$ cat src/rtl/rng_pkg.sv
// rtl/rng_pkg.sv - shared state encoding and LFSR constants for rng_history_core
package rng_pkg;

  typedef enum logic [1:0] {
    IDLE = 2'd0,
    RUN  = 2'd1,
    SHOW = 2'd2
  } state_e;

  localparam logic [15:0] LFSR_MASK    = 16'hB400;
  localparam logic [15:0] DEFAULT_SEED = 16'hACE1;

  function automatic logic [15:0] lfsr_next(input logic [15:0] s);
    return s[0] ? ((s >> 1) ^ LFSR_MASK) : (s >> 1);
  endfunction

endpackage

$ cat src/rtl/lfsr_galois16.sv
// rtl/lfsr_galois16.sv - free-running 16-bit Galois LFSR, reloads the seed on reset
module lfsr_galois16
  import rng_pkg::*;
#(
  parameter logic [15:0] SEED = DEFAULT_SEED
) (
  input  logic        clk_i,
  input  logic        rst_i,
  output logic [15:0] lfsr_o
);

  // An all-zero state would lock the register, so a zero seed becomes 1.
  localparam logic [15:0] SEED_NZ = (SEED == 16'h0000) ? 16'h0001 : SEED;

  logic [15:0] lfsr_q;
  logic [15:0] lfsr_d;

  always_comb lfsr_d = lfsr_next(lfsr_q);

  always_ff @(posedge clk_i) begin
    if (rst_i) lfsr_q <= SEED_NZ;
    else       lfsr_q <= lfsr_d;
  end

  assign lfsr_o = lfsr_q;

endmodule

$ cat src/rtl/rng_history_core.sv
// rtl/rng_history_core.sv - decelerating random roll with a ring of frozen results
// Key edges drive an IDLE/RUN/SHOW FSM; SHOW steps backwards through the history ring.
module rng_history_core
  import rng_pkg::*;
#(
  parameter int          WIDTH         = 4,
  parameter int          DEPTH         = 4,
  parameter int          STEPS         = 16,
  parameter int          BASE_INTERVAL = 4,
  parameter logic [15:0] SEED          = DEFAULT_SEED
) (
  input  logic                       i_clk,
  input  logic                       i_rst,
  input  logic                       i_start,
  input  logic                       i_stop,
  input  logic                       i_show,
  output logic [WIDTH-1:0]           o_random_out,
  output logic                       o_busy,
  output logic                       o_showing,
  output logic [$clog2(DEPTH+1)-1:0] o_hist_cnt
);

  localparam int CW = $clog2(BASE_INTERVAL * STEPS + 1);
  localparam int KW = $clog2(STEPS + 1);
  localparam int PW = $clog2(DEPTH);
  localparam int HW = $clog2(DEPTH + 1);

  logic start_prev_q, stop_prev_q, show_prev_q;
  logic start_ev, stop_ev, show_ev;

  logic [15:0]      lfsr;
  logic [WIDTH-1:0] sample;
  logic             unused_lfsr;

  state_e           state_q, state_d;
  logic [KW-1:0]    step_q, step_d;
  logic [CW-1:0]    ivl_q, ivl_d;
  logic [CW-1:0]    gap;
  logic             tick_due, run_done;
  logic [PW-1:0]    p_q, p_d;
  logic [PW-1:0]    wp_q, wp_d;
  logic [PW-1:0]    show_idx;
  logic [HW-1:0]    cnt_q, cnt_d;
  logic [WIDTH-1:0] out_q, out_d;
  logic [WIDTH-1:0] hist_rd;
  logic [WIDTH-1:0] hist_q [DEPTH];
  logic             busy_q, showing_q;
  logic             push;

  lfsr_galois16 #(.SEED(SEED)) u_lfsr (
    .clk_i  (i_clk),
    .rst_i  (i_rst),
    .lfsr_o (lfsr)
  );

  assign sample      = lfsr[WIDTH-1:0];
  assign unused_lfsr = ^lfsr;

  assign start_ev = i_start & ~start_prev_q;
  assign stop_ev  = i_stop  & ~stop_prev_q;
  assign show_ev  = i_show  & ~show_prev_q;

  // Update k is followed by a gap of BASE_INTERVAL*k cycles.
  assign gap      = CW'(BASE_INTERVAL * int'(step_q));
  assign tick_due = (ivl_q + CW'(1)) == gap;
  assign run_done = step_q == KW'(STEPS);

  always_ff @(posedge i_clk) begin
    if (i_rst) state_q <= IDLE;
    else       state_q <= state_d;
  end

  always_comb begin
    state_d = state_q;
    case (state_q)
      IDLE: begin
        if (start_ev)                         state_d = RUN;
        else if (show_ev && cnt_q != '0)      state_d = SHOW;
      end
      RUN: begin
        if (stop_ev || run_done)              state_d = IDLE;
      end
      SHOW: begin
        if (start_ev)                         state_d = RUN;
        else if (stop_ev)                     state_d = IDLE;
      end
      default:                                state_d = IDLE;
    endcase
  end

  // Playback offset is kept below hist_cnt, so it never needs a separate modulo.
  always_comb begin
    p_d = p_q;
    if (!start_ev) begin
      if (state_q == IDLE && show_ev && cnt_q != '0) begin
        p_d = (cnt_q == HW'(1)) ? '0 : PW'(1);
      end else if (state_q == SHOW && stop_ev) begin
        p_d = '0;
      end else if (state_q == SHOW && show_ev) begin
        p_d = ((HW'(p_q) + HW'(1)) == cnt_q) ? '0 : p_q + PW'(1);
      end
    end
  end

  always_comb begin
    int idx;
    idx = int'(wp_q) - 1 - int'(p_d);
    if (idx < 0) idx = idx + DEPTH;
    show_idx = PW'(idx);
  end

  assign hist_rd = hist_q[show_idx];

  always_comb begin
    out_d  = out_q;
    step_d = step_q;
    ivl_d  = ivl_q;
    push   = 1'b0;
    case (state_q)
      IDLE, SHOW: begin
        if (start_ev) begin
          out_d  = sample;
          step_d = KW'(1);
          ivl_d  = '0;
        end else if (state_q == SHOW && stop_ev) begin
          out_d = hist_rd;
        end else if (show_ev && cnt_q != '0) begin
          out_d = hist_rd;
        end
      end
      RUN: begin
        if (stop_ev || run_done) begin
          push = 1'b1;
        end else if (tick_due) begin
          out_d  = sample;
          step_d = step_q + KW'(1);
          ivl_d  = '0;
        end else begin
          ivl_d = ivl_q + CW'(1);
        end
      end
      default: ;
    endcase

    wp_d  = wp_q;
    cnt_d = cnt_q;
    if (push) begin
      wp_d = (wp_q == PW'(DEPTH - 1)) ? '0 : wp_q + PW'(1);
      if (cnt_q != HW'(DEPTH)) cnt_d = cnt_q + HW'(1);
    end
  end

  always_ff @(posedge i_clk) begin
    if (i_rst) begin
      start_prev_q <= 1'b0;
      stop_prev_q  <= 1'b0;
      show_prev_q  <= 1'b0;
      out_q        <= '0;
      busy_q       <= 1'b0;
      showing_q    <= 1'b0;
      step_q       <= '0;
      ivl_q        <= '0;
      p_q          <= '0;
      wp_q         <= '0;
      cnt_q        <= '0;
    end else begin
      start_prev_q <= i_start;
      stop_prev_q  <= i_stop;
      show_prev_q  <= i_show;
      out_q        <= out_d;
      busy_q       <= (state_d == RUN);
      showing_q    <= (state_d == SHOW);
      step_q       <= step_d;
      ivl_q        <= ivl_d;
      p_q          <= p_d;
      wp_q         <= wp_d;
      cnt_q        <= cnt_d;
      if (push) hist_q[wp_q] <= out_q;
    end
  end

  assign o_random_out = out_q;
  assign o_busy       = busy_q;
  assign o_showing    = showing_q;
  assign o_hist_cnt   = cnt_q;

endmodule

$ cat config.mk
export PLATFORM = sky130hd
export DESIGN_NAME = rng_history_core
export DESIGN_NICKNAME = d
export VERILOG_FILES = /design/src/rtl/rng_pkg.sv /design/src/rtl/lfsr_galois16.sv /design/src/rtl/rng_history_core.sv
export SDC_FILE = /design/constraint.sdc
export NUM_CORES = 1
export LEC_CHECK = 0
export ABC_AREA = 1
export CAP_MARGIN = 40
export CORE_MARGIN = 1.5
export CORE_UTILIZATION = 60
export DETAILED_ROUTE_END_ITERATION = 12
export PLACE_DENSITY_LB_ADDON = 0.12
export RECOVER_POWER = 25
export SLEW_MARGIN = 10
export SYNTH_ARGS = -nofsm -noshare
export SYNTH_HDL_FRONTEND = slang
export SYNTH_SLANG_ARGS = --single-unit
$ cat constraint.sdc
create_clock -name i_clk -period 2.8 [get_ports i_clk]
set_input_delay 0.56 -clock i_clk [delete_from_list [all_inputs] [get_ports i_clk]]
set_output_delay 0.56 -clock i_clk [all_outputs]
set_load 0.02 [all_outputs]
==> results of run 1 <==
area by class of cell:
| cell class | count | area share |
|---|---|---|
| multi-input cells | 234 | 0.402 |
| flip-flops and latches | 62 | 0.398 |
| repair buffers | 22 | 0.0576 |
| inverters | 52 | 0.0572 |
| clock buffers | 10 | 0.0423 |
| well taps | 67 | 0.0238 |
| clock inverters | 6 | 0.0195 |
cell usage after synthesis, types with 2 or more instances:
cell / count / area (um^2)
nor2_8: 2 / 40.0
nand2_1: 59 / 221
nor3b_1: 2 / 15.0
xnor2_1: 5 / 43.8
o21ai_0: 10 / 50.1
mux2i_1: 8 / 80.1
inv_2: 7 / 26.3
xor2_1: 3 / 26.3
o21ai_1: 5 / 25.0
or2_2: 4 / 25.0
nor2_1: 39 / 146
buf_4: 2 / 15.0
nand2_2: 9 / 56.3
nor2_2: 4 / 25.0
a21oi_1: 20 / 100
a21oi_2: 2 / 17.5
a211oi_1: 3 / 22.5
clkbuf_1: 3 / 11.3
ha_1: 12 / 150
edfxtp_1: 16 / 480
inv_1: 43 / 161
dfxtp_1: 46 / 921
nor3_1: 4 / 20.0
nand3_4: 2 / 35.0
nand2_4: 7 / 78.8
nand4_1: 2 / 12.5
nand3_1: 24 / 120
state kept, by name (all words and copies together), names as in the netlist:
register	flops
u_lfsr.lfsr_o	16
start_prev_q	1
o_hist_cnt	3
step_q	5
o_busy	1
p_q	2
o_showing	1
hist_q	16
stop_prev_q	1
ivl_q	7
state_q	2
wp_q	2
show_prev_q	1
o_random_out	4
worst reg2reg max path: stages, from the launching register on:
cell     delay, ns
dfxtp_1       0.42
inv_1         0.11
ha_1          0.23
nand2_1       0.11
nand3_2       0.09
nand2_2       0.08
buf_4         0.10
nand2_2       0.04
nand3_1       0.09
nand2_1       0.07
ha_1          0.32
buf_12        0.14
mux2i_1       0.21
nand3_1       0.10
nand3_1       0.09
nand2_1       0.06
nand2_1       0.06
inv_1         0.04
report_power, final:
group          switching, W  total (W)  internal [W]  leakage, nW
logic              0.000175   0.000292      0.000117        0.811
registers         0.0000402    0.00101      0.000968        0.526
clock network      0.000380   0.000847      0.000467        0.108
how the worst min path moves through the flow:
stage                                   end  cells past startpoint  slack [ns]
after global routing       u_lfsr.lfsr_o[9]                      2        0.43
after CTS                  u_lfsr.lfsr_o[4]                      2        0.41
final                      u_lfsr.lfsr_o[4]                      2        0.41
after global placement     u_lfsr.lfsr_o[4]                      2        0.39
after detailed placement   u_lfsr.lfsr_o[4]                      2        0.40
after floorplan           u_lfsr.lfsr_o[14]                      2        0.39
timing repair:
item	CTS	global route
setup endpoints to repair	0	4
resized for setup	0	2
setup buffers	0	0
metrics by stage:
stage / util / hold slack, ns / worst slack [ns] / instance area, um^2
floorplan: - / 0.388 / 0.165 / 3060
global placement: 0.686 / 0.390 / -0.00874 / 3300
detailed placement: 0.686 / 0.395 / -0.108 / 3300
CTS: 0.731 / 0.407 / 0.249 / 3520
global route: 0.731 / 0.429 / 0.0504 / 3520
finish: 0.731 / 0.407 / 0.311 / 3520
cell families after synthesis:
| logic type | share of synthesized area |
|---|---|
| AOI/OAI and AO/OA | 0.0901 |
| buffers and inverters | 0.0811 |
| muxes | 0.0262 |
| adders and majority gates | 0.0491 |
| and+or+nand+nor | 0.272 |
| DFF | 0.459 |
| xor gates and xnor gates | 0.0229 |
layer usage:
metal  GRT usage  wire length [um]
met1       0.276              2670
met2       0.394              2720
met4       0.129               114
met5           0                 0
met3      0.0528               207
==> load_flow_metrics.sql, run 1 <==
INSERT INTO impl_metrics (metric_group, metric, value, unit) VALUES
('cts', 'cts-buffers-inserted', '9', ''),
('worst_setup_path', 'regToRegEndpoint', 'o_random_out[3]', ''),
('sta', 'finClkSkew', '0.00608', 'ns'),
('logic_synthesis', 'async_s_r_ff_share_synth', '0', ''),
('final_layout', 'mostFrequentLayoutCells', 'nand2_1 (59), dfxtp_1 (46), inv_1 (43)', ''),
('sta', 'achievable-frequency', '0.402', 'GHz'),
('final_layout', 'area.growth.synth_to_final', '15.2', '%'),
('sta', 'setup_viol', '0', ''),
('place', 'gp_routability_congestion', '0.787', ''),
('job', 'max_cap_viol_count', '1', ''),
('worst_setup_path', 'critical_path.reg2reg.startpoint', 'o_hist_cnt[0]', ''),
('worst_setup_path', 'rr_worst_depth', '17', ''),
('sta', 'rsz0062_at_grt', 'no', ''),
('hold_path', 'holdCritPathClass', 'reg2reg', ''),
('grt', 'grt_overflow_total', '0', ''),
('grt', 'grt_max_degree', '34', ''),
('worst_setup_path', 'critical_path.cell_chain', 'clkdlybuf4s50_1 > inv_1 > nor2_1 > nand3_2 > nand2_2 > buf_4 > nand2_2 > nand3_1 > nand2_1 > ha_1 > buf_12 > mux2i_1 > nand3_1 > nand3_1 > nand2_1 > nand2_1 > inv_1', ''),
('cts', 'cts_hold_buffers', '0', ''),
('pwr', 'power.density', '610', 'nW/um^2'),
('final_layout', 'most_common_cell_after_layout_fill_and_taps_aside', 'nand2_1', ''),
('sta', 'finalMaxSlewViolations', '34', ''),
('logic_synthesis', 'dominant_register_cell_in_the_synthesized_netlist', 'dfxtp_1', ''),
('pwr', 'power', '0.00215', 'W'),
('hold_path', 'hold_start', 'u_lfsr.lfsr_o[5]', ''),
('logic_synthesis', 'netlist_instances', '356', ''),
('cts', 'htree_num_levels', '3', ''),
('floorplan', 'placeableCoreArea', '4820', 'um^2'),
('cts', 'clock_insertion_delay_worst_skew', '0.35', 'ns'),
('floorplan', 'dieArea', '5530', 'um^2'),
('outcome', 'outcome', 'complete, but fails checks', ''),
('worst_setup_path', 'critical_path.startpoint_type', 'input port', ''),
('grt', 'first_pass_grt_wire_length', '9670', 'um'),
('final_layout', 'fillerInstances', '390', ''),
('place', 'place.detailed.instances', '437', ''),
('final_layout', 'final_cells', '453', ''),
('drt', 'post-route-drc-count', '0', ''),
('final_layout', 'layout.area.seq', '1400', 'um^2'),
('place', 'portBuffers', '13', ''),
('floorplan', 'fp.dieH', '74.4', 'um'),
('worst_setup_path', 'crit_slowest_cell', 'clkdlybuf4s50_1', ''),
('outcome', 'violations', 'capacitance limit, slew limit', ''),
('cts', 'cts_buffer_depth', '2', ''),
('sta', 'timing.final.hold_violations', '0', ''),
('final_layout', 'layout-drive-gt1-share', '0.179', ''),
('worst_setup_path', 'critical_path.endpoint', 'o_random_out[3]', ''),
('pwr', 'static-leakage-power', '1.44', 'nW'),
('logic_synthesis', 'syn-num-nets', '373', ''),
('drt', 'drtPass1Iterations', '4', ''),
('floorplan', 'floorplan.initialDensity', '0.634', ''),
('worst_setup_path', 'end_kind', 'flop', ''),
('logic_synthesis', 'ys_seq_area_frac', '0.459', ''),
('worst_setup_path', 'timing.critical_path.buf_inv', '5', ''),
('worst_setup_path', 'worst_ep_arrival_time', '2.75', 'ns'),
('logic_synthesis', 'syn_area', '3060', 'um^2'),
('worst_setup_path', 'timing.setup.critical_path_class', 'in2reg', ''),
('sta', 'fin_crit_sh', '0.889', ''),
('worst_setup_path', 'first_element_of_the_critical_path', 'i_show', ''),
('final_layout', 'layout.nets', '398', ''),
('drt', 'detailroute.via_count', '2280', ''),
('cts', 'cts_tree', 'done', ''),
('logic_synthesis', 'avgSynthCellArea', '8.58', 'um^2'),
('cts', 'clk_transition_reported_paths', '0.07', 'ns'),
('floorplan', 'row_count', '25', ''),
('cts', 'clock_tree.root_cell', 'clkbuf_8', ''),
('drt', 'route.detailed.wl_per_inst', '12.6', 'um'),
('worst_setup_path', 'worstPathMaxFanout', '8', ''),
('drt', 'wl', '5720', 'um'),
('logic_synthesis', 'synth.lib_cells_used.distinct', '40', ''),
('worst_setup_path', 'worst_path_largest_cell_delay', '0.48', 'ns'),
('cts', 'cts_num_sinks', '62', ''),
('floorplan', 'die_w', '74.4', 'um');
(Power assumes the default switching activity.)
==> run 2, diff against run 1 <==
--- a/config.mk
+++ b/config.mk
@@ -6,7 +6,9 @@
 export NUM_CORES = 1
 export LEC_CHECK = 0
 export ABC_AREA = 1
+export ABC_CLOCK_PERIOD_IN_PS = 2800
 export CAP_MARGIN = 40
+export CORE_ASPECT_RATIO = 0.8
 export CORE_MARGIN = 1.5
 export CORE_UTILIZATION = 60
 export DETAILED_ROUTE_END_ITERATION = 12
==> run 2 against run 1 <==
Against the previous run:
- first-iteration DRC count decreased by 15%
- utilization decreased by 2.2 points
- fmax fell by 4.7%
- clock-buffer cell count up 1
- the flow now finishes without violations
- register-to-register slack worse by 0.08 ns
- largest power group unchanged
- die area hardly changed
- final cell count down 1.3%
- worst hold slack improved by 0.00059 ns
- power barely moved
==> load_flow_metrics.sql, run 2 (synthesis results as in run 1) <==
INSERT INTO impl_metrics (metric_group, metric, value, unit) VALUES
('drt', 'ant_nets', '0', ''),
('place', 'gp_routability_congestion', '0.852', ''),
('final_layout', 'layout-drive-gt1-share', '0.179', ''),
('drt', 'post-route-drc-count', '0', ''),
('worst_setup_path', 'worstPathRequired', '3.04', 'ns'),
('sta', 'achievable-frequency', '0.383', 'GHz'),
('outcome', 'outcome', 'completed', ''),
('grt', 'grt.total_usage', '0.253', ''),
('drt', 'vias_per_cell', '5.16', ''),
('worst_setup_path', 'critical_path.startpoint_type', 'input port', ''),
('floorplan', 'die_w', '82.8', 'um'),
('place', 'hpwl', '4200', 'um'),
('drt', 'drtPass1Iterations', '5', ''),
('grt', 'first_pass_grt_wire_length', '10100', 'um'),
('drt', 'drt_first_iter_violations', '81', ''),
('worst_setup_path', 'end_kind', 'flop', ''),
('sta', 'fin_crit_sh', '0.933', ''),
('floorplan', 'placeableCoreArea', '4950', 'um^2'),
('floorplan', 'floorplan.initialDensity', '0.617', ''),
('sta', 'final_total_negative_setup_slack', '0', 'ns'),
('worst_setup_path', 'worstPathMaxFanout', '8', ''),
('pwr', 'power.ir.vdd_worst', '0.455', 'mV'),
('sta', 'rsz0062_at_grt', 'no', ''),
('sta', 'worst_slew_margin_relative_to_its_limit', '0.624', ''),
('pwr', 'power.density', '612', 'nW/um^2'),
('sta', 'finalMaxSlewViolations', '0', ''),
('grt', 'first_global_vias', '2209', ''),
('sta', 'period_minus_slack', '2.61', 'ns'),
('cts', 'cts_buffer_depth', '2', ''),
('grt', 'grt_max_degree', '34', ''),
('final_layout', 'diodes', '0', ''),
('worst_setup_path', 'worst_ep_arrival_time', '2.85', 'ns'),
('cts', 'cts-buffers-inserted', '9', ''),
('cts', 'cts_num_sinks', '62', ''),
('final_layout', 'utilization', '0.709', ''),
('grt', 'number_of_antenna_violations_at_the_first_check_in_global_routing', '0', ''),
('final_layout', 'fillerInstances', '396', ''),
('sta', 'finClkSkew', '0.00692', 'ns'),
('drt', 'detailroute.via_count', '2305', ''),
('floorplan', 'dieArea', '5530', 'um^2'),
('hold_path', 'holdCritPathClass', 'reg2reg', ''),
('final_layout', 'layout.nets', '397', ''),
('cts', 'clock_tree.root_cell', 'clkbuf_8', ''),
('worst_setup_path', 'timing.setup.critical_path_class', 'in2reg', ''),
('cts', 'postCtsSetupBuffers', '0', ''),
('floorplan', 'fp.dieH', '66.8', 'um'),
('drt', 'wl', '6040', 'um'),
('job', 'max_cap_viol_count', '0', ''),
('grt', 'grt_overflow_total', '0', ''),
('cts', 'cts_tree', 'done', ''),
('place', 'portBuffers', '13', ''),
('cts', 'htree_num_levels', '3', ''),
('cts', 'clock_insertion_delay_worst_skew', '0.34', 'ns'),
('floorplan', 'ioPinCount', '14', ''),
('pwr', 'static-leakage-power', '1.45', 'nW'),
('final_layout', 'final_cells', '447', ''),
('drt', 'route.detailed.wl_per_inst', '13.5', 'um'),
('cts', 'clk_transition_reported_paths', '0.07', 'ns'),
('sta', 'timing.final.hold_violations', '0', ''),
('sta', 'setup_viol', '0', ''),
('sta', 'tightest_slew', '0.563', 'ns'),
('final_layout', 'mostFrequentLayoutCells', 'nand2_1 (59), dfxtp_1 (46), inv_1 (43)', ''),
('floorplan', 'row_count', '23', ''),
('final_layout', 'area.growth.synth_to_final', '14.9', '%'),
('place', 'place.detailed.instances', '431', ''),
('final_layout', 'most_common_cell_after_layout_fill_and_taps_aside', 'nand2_1', '');
run 2: cell types whose count changed in the layout (fill, tap and decap cells not counted):
cell and change:
inv_4 +1, clkinv_2 +1, clkbuf_8 +1, clkinv_4 -3
clkbuf_1 -1
run 2: final cells by class:
cell class	count	area, um^2	area share
Clock buffer	11	163	0.0463
Clock inverter	5	53.8	0.0153
Inverter	52	201	0.0574
Multi-Input combinational cell	234	1410	0.403
Sequential cell	62	1400	0.399
Tap cell	62	77.6	0.0221
Timing Repair Buffer	21	199	0.0567
run 2: path summary, 6_finish.rpt:
kind                                  startpoint  slack (ns)  cells past startpoint          endpoint
worst max-delay path                      i_show        0.19                     17   o_random_out[3]
worst min-delay path            u_lfsr.lfsr_o[5]        0.41                      2  u_lfsr.lfsr_o[4]
worst max register to register     o_hist_cnt[0]        0.26                     17   o_random_out[3]
worst min register to register  u_lfsr.lfsr_o[5]        0.41                      2  u_lfsr.lfsr_o[4]
run 2: repair_timing:
action	CTS	global route
hold buffers	0	0
gates resized for setup	0	2
setup endpoints to repair	0	4
run 2: critical path, cell delays in order:
cell and delay (ns):
clkdlybuf4s50_1 0.47, inv_1 0.05, nor2_1 0.16, nand3_2 0.12
nand2_2 0.10, buf_4 0.11, nand2_2 0.04, nand3_1 0.09
nand2_1 0.07, ha_1 0.32, buf_12 0.14, mux2i_1 0.25
nand3_1 0.12, nand3_1 0.09, nand2_1 0.05, nand2_1 0.06
inv_1 0.03
run 2: per-layer routing:
metal  up-vias  global-route usage  wire length [um]
li1       1188                   -                 -
met1      1060               0.342              2940
met2        47               0.377              2760
met3        10              0.0712               265
met4         0               0.108                81
met5         -                   0                 0
run 2: report_power, final:
part	total, W	leakage [nW]	internal, W	switching, W
clock	0.000839	0.111	0.000486	0.000353
sequential	0.00101	0.526	0.000969	0.0000406
combinational	0.000298	0.810	0.000117	0.000181
run 2: through the flow:
stage	worst slack [ns]	total power [W]	area, um^2	hold slack [ns]
detailed placement	-0.114	0.00132	3290	0.396
global route	0.00892	0.00223	3510	0.433
CTS	0.124	0.00216	3510	0.411
finish	0.189	0.00215	3510	0.407
floorplan	0.165	0.00123	3060	0.388
global placement	-0.113	0.00131	3290	0.392
==> run 3, diff against run 2 <==
--- a/config.mk
+++ b/config.mk
@@ -12,6 +12,7 @@
 export CORE_MARGIN = 1.5
 export CORE_UTILIZATION = 60
 export DETAILED_ROUTE_END_ITERATION = 12
+export DONT_BUFFER_PORTS = 1
 export PLACE_DENSITY_LB_ADDON = 0.12
 export RECOVER_POWER = 25
 export SLEW_MARGIN = 10
==> run 3 against run 2 <==
Against the previous run:
- worst hold slack got worse by 0.13 ns
- design area down 5.8%
- critical path depth is 1 lower
- first-iteration DRC count increased by 99%
- via count down 3.2%
- sequential power hardly changed
- power shrank 8.2%
- sequential cell count unchanged
==> load_flow_metrics.sql, run 3 (synthesis results as in run 1) <==
INSERT INTO impl_metrics (metric_group, metric, value, unit) VALUES
('floorplan', 'placeableCoreArea', '4950', 'um^2'),
('final_layout', 'most_common_cell_after_layout_fill_and_taps_aside', 'nand2_1', ''),
('worst_setup_path', 'timing.setup.critical_path_class', 'reg2reg', ''),
('cts', 'clk_transition_reported_paths', '0.07', 'ns'),
('worst_setup_path', 'worst_ep_arrival_time', '2.80', 'ns'),
('grt', 'grt_overflow_total', '0', ''),
('worst_setup_path', 'crit_slowest_cell', 'dfxtp_1', ''),
('floorplan', 'floorplan.initialDensity', '0.617', ''),
('pwr', 'power.ir.vdd_worst', '0.461', 'mV'),
('pwr', 'clkPwrFrac', '0.362', ''),
('cts', 'cts_hold_buffers', '0', ''),
('cts', 'cts_buffer_depth', '2', ''),
('worst_setup_path', 'worstPathMaxFanout', '8', ''),
('cts', 'clock_tree.root_cell', 'clkbuf_8', ''),
('drt', 'post-route-drc-count', '0', ''),
('hold_path', 'holdCritPathClass', 'in2reg', ''),
('sta', 'setup_viol', '0', ''),
('final_layout', 'mostFrequentLayoutCells', 'nand2_1 (59), dfxtp_1 (46), inv_1 (43)', ''),
('pwr', 'power.density', '596', 'nW/um^2'),
('pwr', 'combinational_power_share', '0.120', ''),
('worst_setup_path', 'critical_path.cell_chain', 'ha_1 > inv_1 > nand2_1 > nand2_1 > nand3_1 > nor3b_1 > o21ai_0 > nand2_1 > ha_1 > buf_4 > mux2i_1 > nand3_1 > nand3_1 > nand2_1 > nand2_1 > inv_1', ''),
('cts', 'clock_insertion_delay_worst_skew', '0.34', 'ns'),
('grt', 'grt.total_usage', '0.232', ''),
('drt', 'drtPass1Iterations', '4', ''),
('sta', 'timing.final.hold_violations', '0', ''),
('drt', 'ant_nets', '0', ''),
('cts', 'postCtsSetupBuffers', '0', ''),
('grt', 'first_global_vias', '2018', ''),
('sta', 'finalMaxSlewViolations', '0', ''),
('drt', 'vias_per_cell', '5.19', ''),
('sta', 'worst_slew_margin_relative_to_its_limit', '0.688', ''),
('pwr', 'cell_internal_pwr', '0.00141', 'W'),
('cts', 'htree_num_levels', '3', ''),
('final_layout', 'layout.nets', '380', ''),
('grt', 'grt_max_degree', '35', ''),
('pwr', 'p_seq_frac', '0.517', ''),
('cts', 'cts_tree', 'done', ''),
('drt', 'route.detailed.wl_per_inst', '13.1', 'um'),
('sta', 'fin_crit_sh', '0.915', ''),
('cts', 'cts_resized', '0', ''),
('place', 'portBuffers', '0', ''),
('sta', 'period_minus_slack', '2.56', 'ns'),
('sta', 'final_total_negative_setup_slack', '0', 'ns'),
('worst_setup_path', 'critical_path.most_common_cell', 'nand2_1', ''),
('pwr', 'power', '0.00197', 'W'),
('grt', 'number_of_antenna_violations_at_the_first_check_in_global_routing', '0', ''),
('sta', 'finClkSkew', '0.00864', 'ns'),
('cts', 'cts_num_sinks', '62', ''),
('floorplan', 'ioPinCount', '14', ''),
('pwr', 'static-leakage-power', '1.37', 'nW'),
('worst_setup_path', 'setup.reg_to_reg.worst_slack', '0.24', 'ns'),
('floorplan', 'row_count', '23', ''),
('grt', 'first_pass_grt_wire_length', '9280', 'um'),
('sta', 'worst_slack', '0.239', 'ns'),
('pwr', 'power.switching', '0.000564', 'W'),
('final_layout', 'area.growth.synth_to_final', '8.23', '%'),
('sta', 'rsz0062_at_grt', 'no', ''),
('pwr', 'netSwitchingFraction', '0.286', ''),
('floorplan', 'die_w', '82.8', 'um'),
('drt', 'drt_first_iter_violations', '161', ''),
('cts', 'cts-buffers-inserted', '9', ''),
('final_layout', 'layout-drive-gt1-share', '0.179', ''),
('sta', 'achievable-frequency', '0.391', 'GHz'),
('job', 'max_cap_viol_count', '0', ''),
('worst_setup_path', 'end_kind', 'flop', ''),
('drt', 'wl', '5650', 'um'),
('place', 'preCtsSetupSlack', '0.242', 'ns'),
('place', 'gp_routability_congestion', '0.884', ''),
('place', 'hpwl', '3980', 'um'),
('worst_setup_path', 'worst_path_largest_cell_delay', '0.35', 'ns'),
('worst_setup_path', 'critical_path.startpoint_type', 'flop', ''),
('worst_setup_path', 'worstPathRequired', '3.04', 'ns'),
('final_layout', 'diodes', '0', ''),
('drt', 'detailroute.via_count', '2231', ''),
('outcome', 'outcome', 'completed', ''),
('floorplan', 'fp.dieH', '66.8', 'um'),
('floorplan', 'dieArea', '5530', 'um^2'),
('sta', 'tightest_slew', '0.466', 'ns');
==> run 3: cell count changes in the layout (fill, tap and decap cells not counted), sizes merged <==
cell,before,now
clkbuf,12,10
bufinv,1,0
dlygate4sd3,1,0
inv,52,53
clkdlybuf4s50,12,0
buf,7,4
clkinvlp,1,0
clkinv,3,5
==> run 3: worst paths after layout <==
| kind | start | to | cells past startpoint |
|---|---|---|---|
| worst max-delay path | p_q[0] | o_random_out[0] | 16 |
| worst min register to register | u_lfsr.lfsr_o[5] | u_lfsr.lfsr_o[4] | 2 |
| worst min-delay path | i_rst | u_lfsr.lfsr_o[9] | 1 |
| worst max register to register | p_q[0] | o_random_out[0] | 16 |
==> run 3: power groups by stage <==
stage	Sequential (W)	Combinational [W]	Clock, W
after floorplan	0.00103	0.000199	0
after global placement	0.00104	0.000229	0
after detailed placement	0.00104	0.000232	0
after CTS	0.00102	0.000235	0.000736
after global routing	0.00103	0.000269	0.000773
final	0.00102	0.000237	0.000714
==> run 3: per-layer routing <==
metal | part of all wire | track usage | routed length (um)
met1 | 0.50 | 0.315 | 2820
met4 | 0.012 | 0.0833 | 66
met5 | 0 | 0 | 0
met3 | 0.055 | 0.0781 | 310
met2 | 0.43 | 0.339 | 2450
==> run 3: cell type report <==
class / count / area [um^2]
Sequential cell: 62 / 1400
Fill cell: 408 / 1640
Timing Repair Buffer: 4 / 30.0
Clock inverter: 6 / 45.0
Inverter: 52 / 201
Clock buffer: 10 / 138
Multi-Input combinational cell: 234 / 1410
Tap cell: 62 / 77.6
==> run 3: critical path, delay by kind of cell, from the launching register on <==
family	cells	cell delay [ns]
AOI/OAI and AO/OA	1	0.24
adders and majority gates	2	0.62
buffers and inverters	3	0.27
DFF	1	0.35
muxes	1	0.21
and+or+nand+nor	9	0.76
==> run 3: per-stage QoR <==
stage | area (um^2) | hold WS [ns] | util | cells
final | 3310 | 0.280 | 0.668 | 430
after global routing | 3310 | 0.252 | 0.668 | 430
after detailed placement | 3120 | 0.395 | 0.630 | 414
after CTS | 3300 | 0.260 | 0.667 | 430
after global placement | 3120 | 0.390 | 0.630 | 414
after floorplan | 3060 | 0.388 | - | 356
